## src/rtl/inference_ctrl_pkg.sv

```systemverilog
// Shared types and widths for the inference controller.
// State encoding, datapath widths and small helpers used by the
// controller top, its optional watchdog and the bus interface.
package inference_ctrl_pkg;

  localparam int PIX_W = 16;
  localparam int CAT_W = 4;
  localparam int CNT_W = 16;

  typedef enum logic [2:0] {
    S_IDLE       = 3'd0,
    S_LOAD       = 3'd1,
    S_WAIT_STORE = 3'd2,
    S_RUN        = 3'd3,
    S_HOLD       = 3'd4,
    S_ERR        = 3'd5
  } state_t;

  // States in which the datapath may stall and the watchdog is armed.
  function automatic logic is_watched(input state_t s);
    return (s == S_WAIT_STORE) || (s == S_RUN);
  endfunction

endpackage

```

## src/rtl/inference_ctrl_if.sv

```systemverilog
// Bus between the inference controller and its surroundings: the
// host/pixel source, the datapath handshake and the result channel.
// master = environment side, slave = controller side.
interface inference_ctrl_if;
  import inference_ctrl_pkg::*;

  logic                    req;
  logic                    pix_valid;
  logic signed [PIX_W-1:0] pix_in;
  logic                    pix_ready;
  logic                    store;
  logic signed [PIX_W-1:0] image_pixel;
  logic                    store_finish;
  logic                    start;
  logic                    one_end;
  logic signed [CAT_W-1:0] categories;
  logic                    result_valid;
  logic signed [CAT_W-1:0] result;
  logic                    result_ready;
  logic                    busy;
  logic                    timeout_err;
  logic                    clear_err;

  modport master (
    output req, pix_valid, pix_in, store_finish, one_end, categories,
           result_ready, clear_err,
    input  pix_ready, store, image_pixel, start, result_valid, result,
           busy, timeout_err
  );

  modport slave (
    input  req, pix_valid, pix_in, store_finish, one_end, categories,
           result_ready, clear_err,
    output pix_ready, store, image_pixel, start, result_valid, result,
           busy, timeout_err
  );

endinterface

```

## src/rtl/inference_ctrl_watchdog.sv

```systemverilog
// ctrl_watchdog: stall detector for the inference controller.
// Counts cycles spent while enabled; clear restarts the count. expired
// asserts on the cycle whose closing edge completes TIMEOUT cycles.
// Only instantiated when INFERENCE_CTRL_WATCHDOG_EN is defined.
module ctrl_watchdog
  import inference_ctrl_pkg::*;
#(
  parameter int TIMEOUT = 65535
) (
  input  logic clk,
  input  logic n_reset,
  input  logic clear_i,
  input  logic enable_i,
  output logic expired_o
);

  localparam logic [CNT_W-1:0] LIMIT = CNT_W'(TIMEOUT - 1);

  logic [CNT_W-1:0] cnt_q;
  logic [CNT_W-1:0] cnt_d;

  // Next count: restart on clear, otherwise count up and saturate at the limit.
  always_comb begin
    cnt_d = cnt_q;
    if (clear_i) begin
      cnt_d = '0;
    end else if (enable_i && (cnt_q != LIMIT)) begin
      cnt_d = cnt_q + 1'b1;
    end
  end

  // Cycle counter register.
  always_ff @(posedge clk) begin
    if (!n_reset) begin
      cnt_q <= '0;
    end else begin
      cnt_q <= cnt_d;
    end
  end

  // cnt_q holds the number of elapsed cycles minus one, so the limit
  // compare fires on the TIMEOUT-th cycle in the watched state.
  assign expired_o = enable_i && (cnt_q == LIMIT);

endmodule

```

## src/rtl/inference_ctrl.sv

```systemverilog
// inference_ctrl: sequences one inference -- pixel load, wait for the
// datapath to commit the image, run, and hold the class result until the
// consumer takes it. All outputs are registered.
// Optional watchdog: define INFERENCE_CTRL_WATCHDOG_EN to add a stall timer
// on WAIT_STORE/RUN that traps into ERR with a sticky timeout_err.
module inference_ctrl
  import inference_ctrl_pkg::*;
#(
  parameter int N_PIXELS = 784,
  parameter int TIMEOUT  = 65535
) (
  input logic             clk,
  input logic             n_reset,
  inference_ctrl_if.slave ctrl_if
);

  localparam logic [CNT_W-1:0] LAST_PIX = CNT_W'(N_PIXELS - 1);

  state_t                  state_q;
  state_t                  state_d;
  logic [CNT_W-1:0]        pix_cnt_q;
  logic [CNT_W-1:0]        pix_cnt_d;
  logic                    pix_ready_q;
  logic                    store_q;
  logic signed [PIX_W-1:0] image_pixel_q;
  logic                    start_q;
  logic                    result_valid_q;
  logic signed [CAT_W-1:0] result_q;
  logic                    busy_q;
  logic                    accept;
  logic                    expired;

  assign accept = (state_q == S_LOAD) && pix_ready_q && ctrl_if.pix_valid;

`ifdef INFERENCE_CTRL_WATCHDOG_EN
  logic timeout_err_q;

  ctrl_watchdog #(
    .TIMEOUT (TIMEOUT)
  ) u_watchdog (
    .clk       (clk),
    .n_reset   (n_reset),
    .clear_i   (state_d != state_q),
    .enable_i  (is_watched(state_q)),
    .expired_o (expired)
  );

  assign ctrl_if.timeout_err = timeout_err_q;
`else
  assign expired             = 1'b0;
  assign ctrl_if.timeout_err = 1'b0;
`endif

  // Next-state and pixel-count logic; advancing events beat a timeout.
  always_comb begin
    state_d   = state_q;
    pix_cnt_d = pix_cnt_q;
    unique case (state_q)
      S_IDLE: begin
        if (ctrl_if.req) begin
          state_d   = S_LOAD;
          pix_cnt_d = '0;
        end
      end
      S_LOAD: begin
        if (accept) begin
          pix_cnt_d = pix_cnt_q + 1'b1;
          if (pix_cnt_q == LAST_PIX) begin
            state_d = S_WAIT_STORE;
          end
        end
      end
      S_WAIT_STORE: begin
        if (ctrl_if.store_finish) begin
          state_d = S_RUN;
        end else if (expired) begin
          state_d = S_ERR;
        end
      end
      S_RUN: begin
        if (ctrl_if.one_end) begin
          state_d = S_HOLD;
        end else if (expired) begin
          state_d = S_ERR;
        end
      end
      S_HOLD: begin
        if (ctrl_if.result_ready) begin
          state_d = S_IDLE;
        end
      end
      S_ERR: begin
`ifdef INFERENCE_CTRL_WATCHDOG_EN
        if (ctrl_if.clear_err) begin
          state_d = S_IDLE;
        end
`else
        state_d = S_IDLE;
`endif
      end
      default: state_d = S_IDLE;
    endcase
  end

  // FSM state plus registered outputs derived from the upcoming state.
  always_ff @(posedge clk) begin
    if (!n_reset) begin
      state_q        <= S_IDLE;
      pix_cnt_q      <= '0;
      pix_ready_q    <= 1'b0;
      store_q        <= 1'b0;
      image_pixel_q  <= '0;
      start_q        <= 1'b0;
      result_valid_q <= 1'b0;
      result_q       <= '0;
      busy_q         <= 1'b0;
`ifdef INFERENCE_CTRL_WATCHDOG_EN
      timeout_err_q  <= 1'b0;
`endif
    end else begin
      state_q        <= state_d;
      pix_cnt_q      <= pix_cnt_d;
      pix_ready_q    <= (state_d == S_LOAD);
      store_q        <= accept;
      if (accept) begin
        image_pixel_q <= ctrl_if.pix_in;
      end
      start_q        <= (state_d == S_RUN);
      if ((state_q == S_RUN) && (state_d == S_HOLD)) begin
        result_q <= ctrl_if.categories;
      end
      result_valid_q <= (state_d == S_HOLD);
      busy_q         <= (state_d != S_IDLE);
`ifdef INFERENCE_CTRL_WATCHDOG_EN
      timeout_err_q  <= (state_d == S_ERR);
`endif
    end
  end

  assign ctrl_if.pix_ready    = pix_ready_q;
  assign ctrl_if.store        = store_q;
  assign ctrl_if.image_pixel  = image_pixel_q;
  assign ctrl_if.start        = start_q;
  assign ctrl_if.result_valid = result_valid_q;
  assign ctrl_if.result       = result_q;
  assign ctrl_if.busy         = busy_q;

endmodule

```

## src/flat_wrapper.sv

```systemverilog
// flat-port wrapper written by rule: the top's interface ports become plain ports
module inference_ctrl_flat import inference_ctrl_pkg::*;
#(
  parameter int N_PIXELS = 784,
  parameter int TIMEOUT  = 65535
)
  (clk, n_reset, ctrl_if_req, ctrl_if_pix_valid, ctrl_if_pix_in, ctrl_if_store_finish, ctrl_if_one_end, ctrl_if_categories, ctrl_if_result_ready, ctrl_if_clear_err, ctrl_if_pix_ready, ctrl_if_store, ctrl_if_image_pixel, ctrl_if_start, ctrl_if_result_valid, ctrl_if_result, ctrl_if_busy, ctrl_if_timeout_err);
  inference_ctrl_if ctrl_if_i ();
  input logic clk;
  input logic n_reset;
  input wire logic [$bits(ctrl_if_i.req)-1:0] ctrl_if_req;
  input wire logic [$bits(ctrl_if_i.pix_valid)-1:0] ctrl_if_pix_valid;
  input wire logic [$bits(ctrl_if_i.pix_in)-1:0] ctrl_if_pix_in;
  input wire logic [$bits(ctrl_if_i.store_finish)-1:0] ctrl_if_store_finish;
  input wire logic [$bits(ctrl_if_i.one_end)-1:0] ctrl_if_one_end;
  input wire logic [$bits(ctrl_if_i.categories)-1:0] ctrl_if_categories;
  input wire logic [$bits(ctrl_if_i.result_ready)-1:0] ctrl_if_result_ready;
  input wire logic [$bits(ctrl_if_i.clear_err)-1:0] ctrl_if_clear_err;
  output wire logic [$bits(ctrl_if_i.pix_ready)-1:0] ctrl_if_pix_ready;
  output wire logic [$bits(ctrl_if_i.store)-1:0] ctrl_if_store;
  output wire logic [$bits(ctrl_if_i.image_pixel)-1:0] ctrl_if_image_pixel;
  output wire logic [$bits(ctrl_if_i.start)-1:0] ctrl_if_start;
  output wire logic [$bits(ctrl_if_i.result_valid)-1:0] ctrl_if_result_valid;
  output wire logic [$bits(ctrl_if_i.result)-1:0] ctrl_if_result;
  output wire logic [$bits(ctrl_if_i.busy)-1:0] ctrl_if_busy;
  output wire logic [$bits(ctrl_if_i.timeout_err)-1:0] ctrl_if_timeout_err;
  assign ctrl_if_i.req = ctrl_if_req;
  assign ctrl_if_i.pix_valid = ctrl_if_pix_valid;
  assign ctrl_if_i.pix_in = ctrl_if_pix_in;
  assign ctrl_if_i.store_finish = ctrl_if_store_finish;
  assign ctrl_if_i.one_end = ctrl_if_one_end;
  assign ctrl_if_i.categories = ctrl_if_categories;
  assign ctrl_if_i.result_ready = ctrl_if_result_ready;
  assign ctrl_if_i.clear_err = ctrl_if_clear_err;
  assign ctrl_if_pix_ready = ctrl_if_i.pix_ready;
  assign ctrl_if_store = ctrl_if_i.store;
  assign ctrl_if_image_pixel = ctrl_if_i.image_pixel;
  assign ctrl_if_start = ctrl_if_i.start;
  assign ctrl_if_result_valid = ctrl_if_i.result_valid;
  assign ctrl_if_result = ctrl_if_i.result;
  assign ctrl_if_busy = ctrl_if_i.busy;
  assign ctrl_if_timeout_err = ctrl_if_i.timeout_err;
  inference_ctrl #(.N_PIXELS(N_PIXELS), .TIMEOUT(TIMEOUT)) u_core (.clk(clk), .n_reset(n_reset), .ctrl_if(ctrl_if_i));
endmodule
```

## config.mk

```make
export PLATFORM = sky130hd
export DESIGN_NAME = inference_ctrl_flat
export DESIGN_NICKNAME = d
export VERILOG_FILES = /design/src/rtl/inference_ctrl_pkg.sv /design/src/rtl/inference_ctrl_if.sv /design/src/rtl/inference_ctrl_watchdog.sv /design/src/rtl/inference_ctrl.sv /design/src/flat_wrapper.sv
export SDC_FILE = /design/constraint.sdc
export NUM_CORES = 1
export LEC_CHECK = 0
export CAP_MARGIN = 40
export CELL_PAD_IN_SITES_DETAIL_PLACEMENT = 0
export CELL_PAD_IN_SITES_GLOBAL_PLACEMENT = 1
export CORE_ASPECT_RATIO = 0.75
export CORE_MARGIN = 2
export CORE_UTILIZATION = 39
export CTS_BUF_LIST = sky130_fd_sc_hd__clkbuf_4
export CTS_CLUSTER_DIAMETER = 200
export CTS_CLUSTER_SIZE = 28
export DETAILED_ROUTE_END_ITERATION = 8
export GPL_TIMING_DRIVEN = 0
export PLACE_DENSITY = 0.95
export SLEW_MARGIN = 0
export SYNTH_ARGS = -nofsm -noshare
export SYNTH_HDL_FRONTEND = slang
export SYNTH_SLANG_ARGS = --single-unit
```

## constraint.sdc

```tcl
create_clock -name clk -period 3.2 [get_ports clk]
set_clock_uncertainty 0.05 [all_clocks]
set_input_delay 0.96 -clock clk [delete_from_list [all_inputs] [get_ports clk]]
set_output_delay 0.96 -clock clk [all_outputs]
set_load 0.02 [all_outputs]
```

==> results of run 1 <==
[stage by stage]
stage	instances	power, mW	hold slack, ps
floorplan	217	0.620	396
global route	336	1.06	447
CTS	336	1.02	424
finish	336	1.01	420
global placement	328	0.678	400
detailed placement	328	0.678	406
[registers in the layout, indices dropped and copies added (netlist names), 3 cells and up]
name,flops
u_core.pix_cnt_q,16
u_core.ctrl_if.image_pixel,16
u_core.state_q,3
u_core.ctrl_if.result,4
[Yosys cell counts, types with 2 or more instances]
cell type and number:
xnor2_1 2, nand3b_1 3, o211ai_1 5, nand3_1 5, and3_1 3, buf_4 2, clkbuf_1 6, dfxtp_1 44
nor4_1 2, a21oi_1 11, or3_1 7, a21boi_0 20, nand2_1 39, buf_2 5, nor2b_1 5, and2_1 2
or4_1 2, mux2i_1 5, xor2_1 2, and4_1 2, o21ai_0 10, o31ai_1 3, nor2_1 7, nand4_1 3
nor3_1 2, inv_1 5
[layer usage]
metal / vias up / wire [um] / GRT usage (%)
met5: - / 0 / 0
met1: 772 / 2130 / 23.5
met3: 5 / 335 / 6.50
met4: 0 / 35 / 4.17
met2: 40 / 1760 / 23.3
li1: 881 / - / -
[path summary, 6_finish.rpt]
| check | start | to | slack [ps] |
|---|---|---|---|
| max | ctrl_if_req | u_core.pix_cnt_q[0] | 650 |
| min | u_core.ctrl_if.image_pixel[8] | u_core.ctrl_if.image_pixel[8] | 420 |
| max reg2reg | u_core.state_q[1] | u_core.pix_cnt_q[0] | 1370 |
| min reg2reg | u_core.ctrl_if.image_pixel[8] | u_core.ctrl_if.image_pixel[8] | 420 |
[kinds of logic (layout without fill, tap and decap cells)]
| logic type | count (synthesis) | in the layout |
|---|---|---|
| and+or+nand+nor | 90 | 90 |
| AOI/OAI and AO/OA | 53 | 53 |
| DFF | 44 | 44 |
| buffers and inverters | 19 | 78 |
| muxes | 5 | 5 |
| xor gates and xnor gates | 4 | 4 |
| adders and majority gates | 1 | 1 |
| other | 1 | 1 |
[power by group through the flow]
stage	Combinational, mW	Sequential, mW	Clock, mW
final	0.104	0.563	0.346
after global routing	0.113	0.564	0.385
after CTS	0.104	0.563	0.357
after detailed placement	0.104	0.575	0
after global placement	0.103	0.574	0
after floorplan	0.0373	0.583	0
[final cells by class]
cell class                 instances  area, sq um  area share, %
clock inverter                     2         35.0           1.36
multi-input combinational        154          945           36.7
tap                               60         75.1           2.91
inverter                           5         18.8          0.728
sequential                        44          881           34.2
clock buffer                       6         45.0           1.75
timing repair buffer              51          510           19.8
buffer                            14         67.6           2.62
[critical path: stages]
cell and delay (ps):
clkdlybuf4s50_1 560, inv_1 70, o41ai_2 600, clkbuf_1 430, nor2_1 100
==> out/qor.yml, run 1 <==
synthesis:
  synth_top_area_cell: "dfxtp_1"
  synth_xor_area_share_pct: 1.83
  synth_fa_ha_area_share_pct: 0.654
  synth_area_leaders: "dfxtp_1, a21boi_0, nand2_1, a21oi_1, mux2i_1"
  async_flop_share_pct: 0
  muxShareOfSynthArea_pct: 2.62
  synth_nets: 246
  synth_top_family_by_area: "simple AND/OR/NAND/NOR gates"
  syn_avg_cell_area_sq_um: 8.81
  synth_edf_count: 0
  ys_types: 41
  synth_top_area_share_pct: 46.1
  synthSimpleGateAreaFrac_pct: 25.5
  synthCells: 217
  synth-seq-area-share_pct: 46.1
  synth-main-ff-cell: "dfxtp_1"
  yosys_warnings: 0
  ys_seq_elements: 44
  synthesis.area_sq_mm: 0.00191
  synth_compound_area_share_pct: 18.7
finish:
  finish.net_count: 304
  final_common_cell: "clkdlybuf4s50_1"
  drive_above_1_share_pct: 7.61
  diodes: 0
  design_area_sq_mm: 0.00258
  finish.utilization_pct: 53.5
  final_cell_mix: "clkdlybuf4s50_1, dfxtp_1, nand2_1"
  fillers: 450
  area_delta_synth_final_pct: 34.8
grt:
  grt_pass1_vias: 1527
  antenna_found_initial: 0
  grt_usage_pct: 16.5
  grt_max_degree: 14
  grt_pass1_wl_mm: 7.18
  grt_remaining_overflow: 0
worst_hold_path:
  hp-class: "reg -> reg"
  holdPathStages: 2
cts:
  clk_pin_slew_worst_paths_ps: 130
  cts_tree: "yes"
  clock_path_buffers: 2
  cts-root-buf: "clkbuf_4"
  cts_hold_buffers: 0
  cts_sinks: 44
  cts-resized-gates: 0
  htreeDepth: 2
  post_cts_buffers: 0
  clock_latency_ps: 350
  cts_buffers: 5
critical_path:
  path_class: "in -> reg"
  start_kind: "input port"
  cp_max_fo: 10
  critPathRequiredTime_ps: 3370
  reg2reg_depth: 4
  worstPathArrival_ps: 2730
  cp-end-kind: "flip-flop"
floorplanning:
  die-area_sq_mm: 0.00548
  core.rowCount: 22
  io_pins: 54
  die_y_um: 64.6
  die_x_um: 84.8
  coreArea_sq_mm: 0.00482
  start_util_pct: 39.7
power_and_ir_drop:
  pwr_density_cell_mw_per_mm2: 393
  combPwrFrac_pct: 10.2
  swShare_pct: 22.4
  p_switching_mw: 0.226
  clockPowerShare_pct: 34.2
  p_int_mw: 0.786
  peakVddDrop_mv: 0.242
  share_seq_of_total_power_pct: 55.6
  p_leak_nw: 0.894
timing:
  hold_violations: 0
  worst_slew_margin_rel_pct: 56.4
  clock.fmax_mhz: 392
  fin_crit_sh_pct: 79.8
  setup_viol: 0
  post-route-min-period_ps: 2550
  tightest_slew_ps: 647
  rsz0062_at_grt: "no"
  tns_ps: 0
  slew_violations: 0
  fin_ws_ps: 648
placed_design:
  port_buffers: 51
  gp_congestion: 0.841
  dp_hpwl_mm: 3.08
  dp_slack_ps: 300
  place_area_sq_mm: 0.00250
detailed_routing:
  via_per_inst: 5.05
  drt-wirelength-per-cell_um: 12.7
  ant_nets: 0
  drt-initial-drc-count: 103
  routed_wl_mm: 4.26
  vias: 1698
  first_pass_iters: 4
  drc: 0
flow_run:
  drv_cap: 0
run_status:
  status: "finished, final reports clean"
No activity file was read; power rests on OpenSTA's default activity.
==> run 2, diff against run 1 <==
CORE_UTILIZATION = 33   (was 39)
PLACE_DENSITY = 0.9   (was 0.95)
clock period = 2.34 ns   (was 3.2 ns; I/O delays follow)
==> run 2 against run 1 <==
Count of clock-buffer cells in the layout stayed put. First-iteration DRC count is 5.8% higher. Final cell count is 4.2% higher. Core utilization is 6.4 points lower. Critical path depth is 2 higher. Non-clock buffer count stayed put.
==> out/qor.yml, run 2 (same netlist as run 1, synthesis figures left out) <==
grt:
  gr-usage-met2_pct: 20.2
  grt_max_degree: 13
  grt_remaining_overflow: 0
  grt_pass1_vias: 1524
  use_met1_pct: 19.5
  antenna_found_initial: 0
  grt_busiest_layer: "met2"
  grt_pass1_wl_mm: 7.16
  use_met3_pct: 4.75
  grt_usage_pct: 13.7
detailed_routing:
  drt-wirelength-per-cell_um: 12.6
  vias: 1692
  via_per_inst: 4.83
  drc: 0
  first_pass_iters: 4
  ant_nets: 0
  drt-initial-drc-count: 109
  routed_wl_mm: 4.40
floorplanning:
  start_util_pct: 35.0
  die_y_um: 69.9
  core.rowCount: 23
  io_pins: 54
  die-area_sq_mm: 0.00642
  die_x_um: 91.9
  coreArea_sq_mm: 0.00547
power_and_ir_drop:
  p_leak_nw: 0.882
  pwr_density_cell_mw_per_mm2: 491
  peakVddDrop_mv: 0.233
  finalPower_mw: 1.27
timing:
  fin_crit_sh_pct: 95.1
  hold_violations: 0
  fin_ws_ps: 115
  worst_hold_slack_ps: 419
  clock.fmax_mhz: 450
  slew_violations: 0
  setup_viol: 0
  rsz0062_at_grt: "no"
  post-route-min-period_ps: 2220
finish:
  design_area_sq_mm: 0.00258
  final_common_cell: "clkdlybuf4s50_1"
  diodes: 0
  final_cell_mix: "clkdlybuf4s50_1, dfxtp_1, nand2_1"
  area_delta_synth_final_pct: 34.8
  drive_above_1_share_pct: 7.27
  finish.net_count: 304
  fin_cells: 350
cts:
  cts-root-buf: "clkbuf_4"
  clock_latency_ps: 340
  post_cts_buffers: 0
  cts_sinks: 44
  htreeDepth: 2
  clock_path_buffers: 2
  cts_buffers: 5
  clk_pin_slew_worst_paths_ps: 120
  cts_tree: "yes"
  cts_hold_buffers: 0
placed_design:
  gp_congestion: 0.789
  dp.cells: 343
  port_buffers: 51
  dp_slack_ps: -391
  dp_hpwl_mm: 3.24
  place_area_sq_mm: 0.00252
critical_path:
  path_class: "in -> reg"
  worstPathArrival_ps: 2400
  cp_max_fo: 10
  cp-end-kind: "flip-flop"
  start_kind: "input port"
  critPathRequiredTime_ps: 2510
worst_hold_path:
  hp-class: "reg -> reg"
run_status:
  status: "finished, final reports clean"
flow_run:
  drv_cap: 0
## run 2: path summary, 6_finish.rpt
path,startpoint,endpoint,slack (ps),cells after the start
worst min register to register,u_core.ctrl_if.image_pixel[4],u_core.ctrl_if.image_pixel[4],420,2
worst min-delay path,u_core.ctrl_if.image_pixel[4],u_core.ctrl_if.image_pixel[4],420,2
worst max-delay path,ctrl_if_pix_valid,u_core.pix_cnt_q[15],120,7
worst max register to register,u_core.state_q[0],u_core.ctrl_if.pix_ready,480,5
## run 2: where the power goes
group	internal [mW]	switching, mW
sequential	0.761	0.00948
combinational	0.0789	0.0653
clock	0.123	0.228
total	0.963	0.302
## run 2: metal layers
metal  share of wire [%]  wire length, um
met5                   0                0
met4                   0                0
met3                 6.5              288
met2                  42             1860
met1                  51             2250
## run 2: metrics by stage
step,utilization [%],TNS (ps)
floorplan,-,0
global placement,46.0,-4270
detailed placement,46.0,-4780
CTS,47.1,0
global route,47.1,0
finish,47.1,0
## run 2: final cells by class
type                       instances  area, sq um
buffer                            14         67.6
clock buffer                       6         45.0
clock inverter                     1         5.00
fill                             545         2890
inverter                           5         18.8
multi-input combinational        154          956
sequential                        44          881
tap                               75         93.8
timing repair buffer              51          510
## run 2: worst max-delay path, cell delays in order
cell and delay (ps):
clkdlybuf4s50_1 520, and3_1 160, buf_2 150, o211ai_1 160
clkbuf_2 210, o41ai_1 380, a21oi_1 110
## run 2: repair_timing
action,in CTS,in global routing
endpoints found under the setup margin,3,0
resized for setup,1,0
hold endpoints to repair,0,0
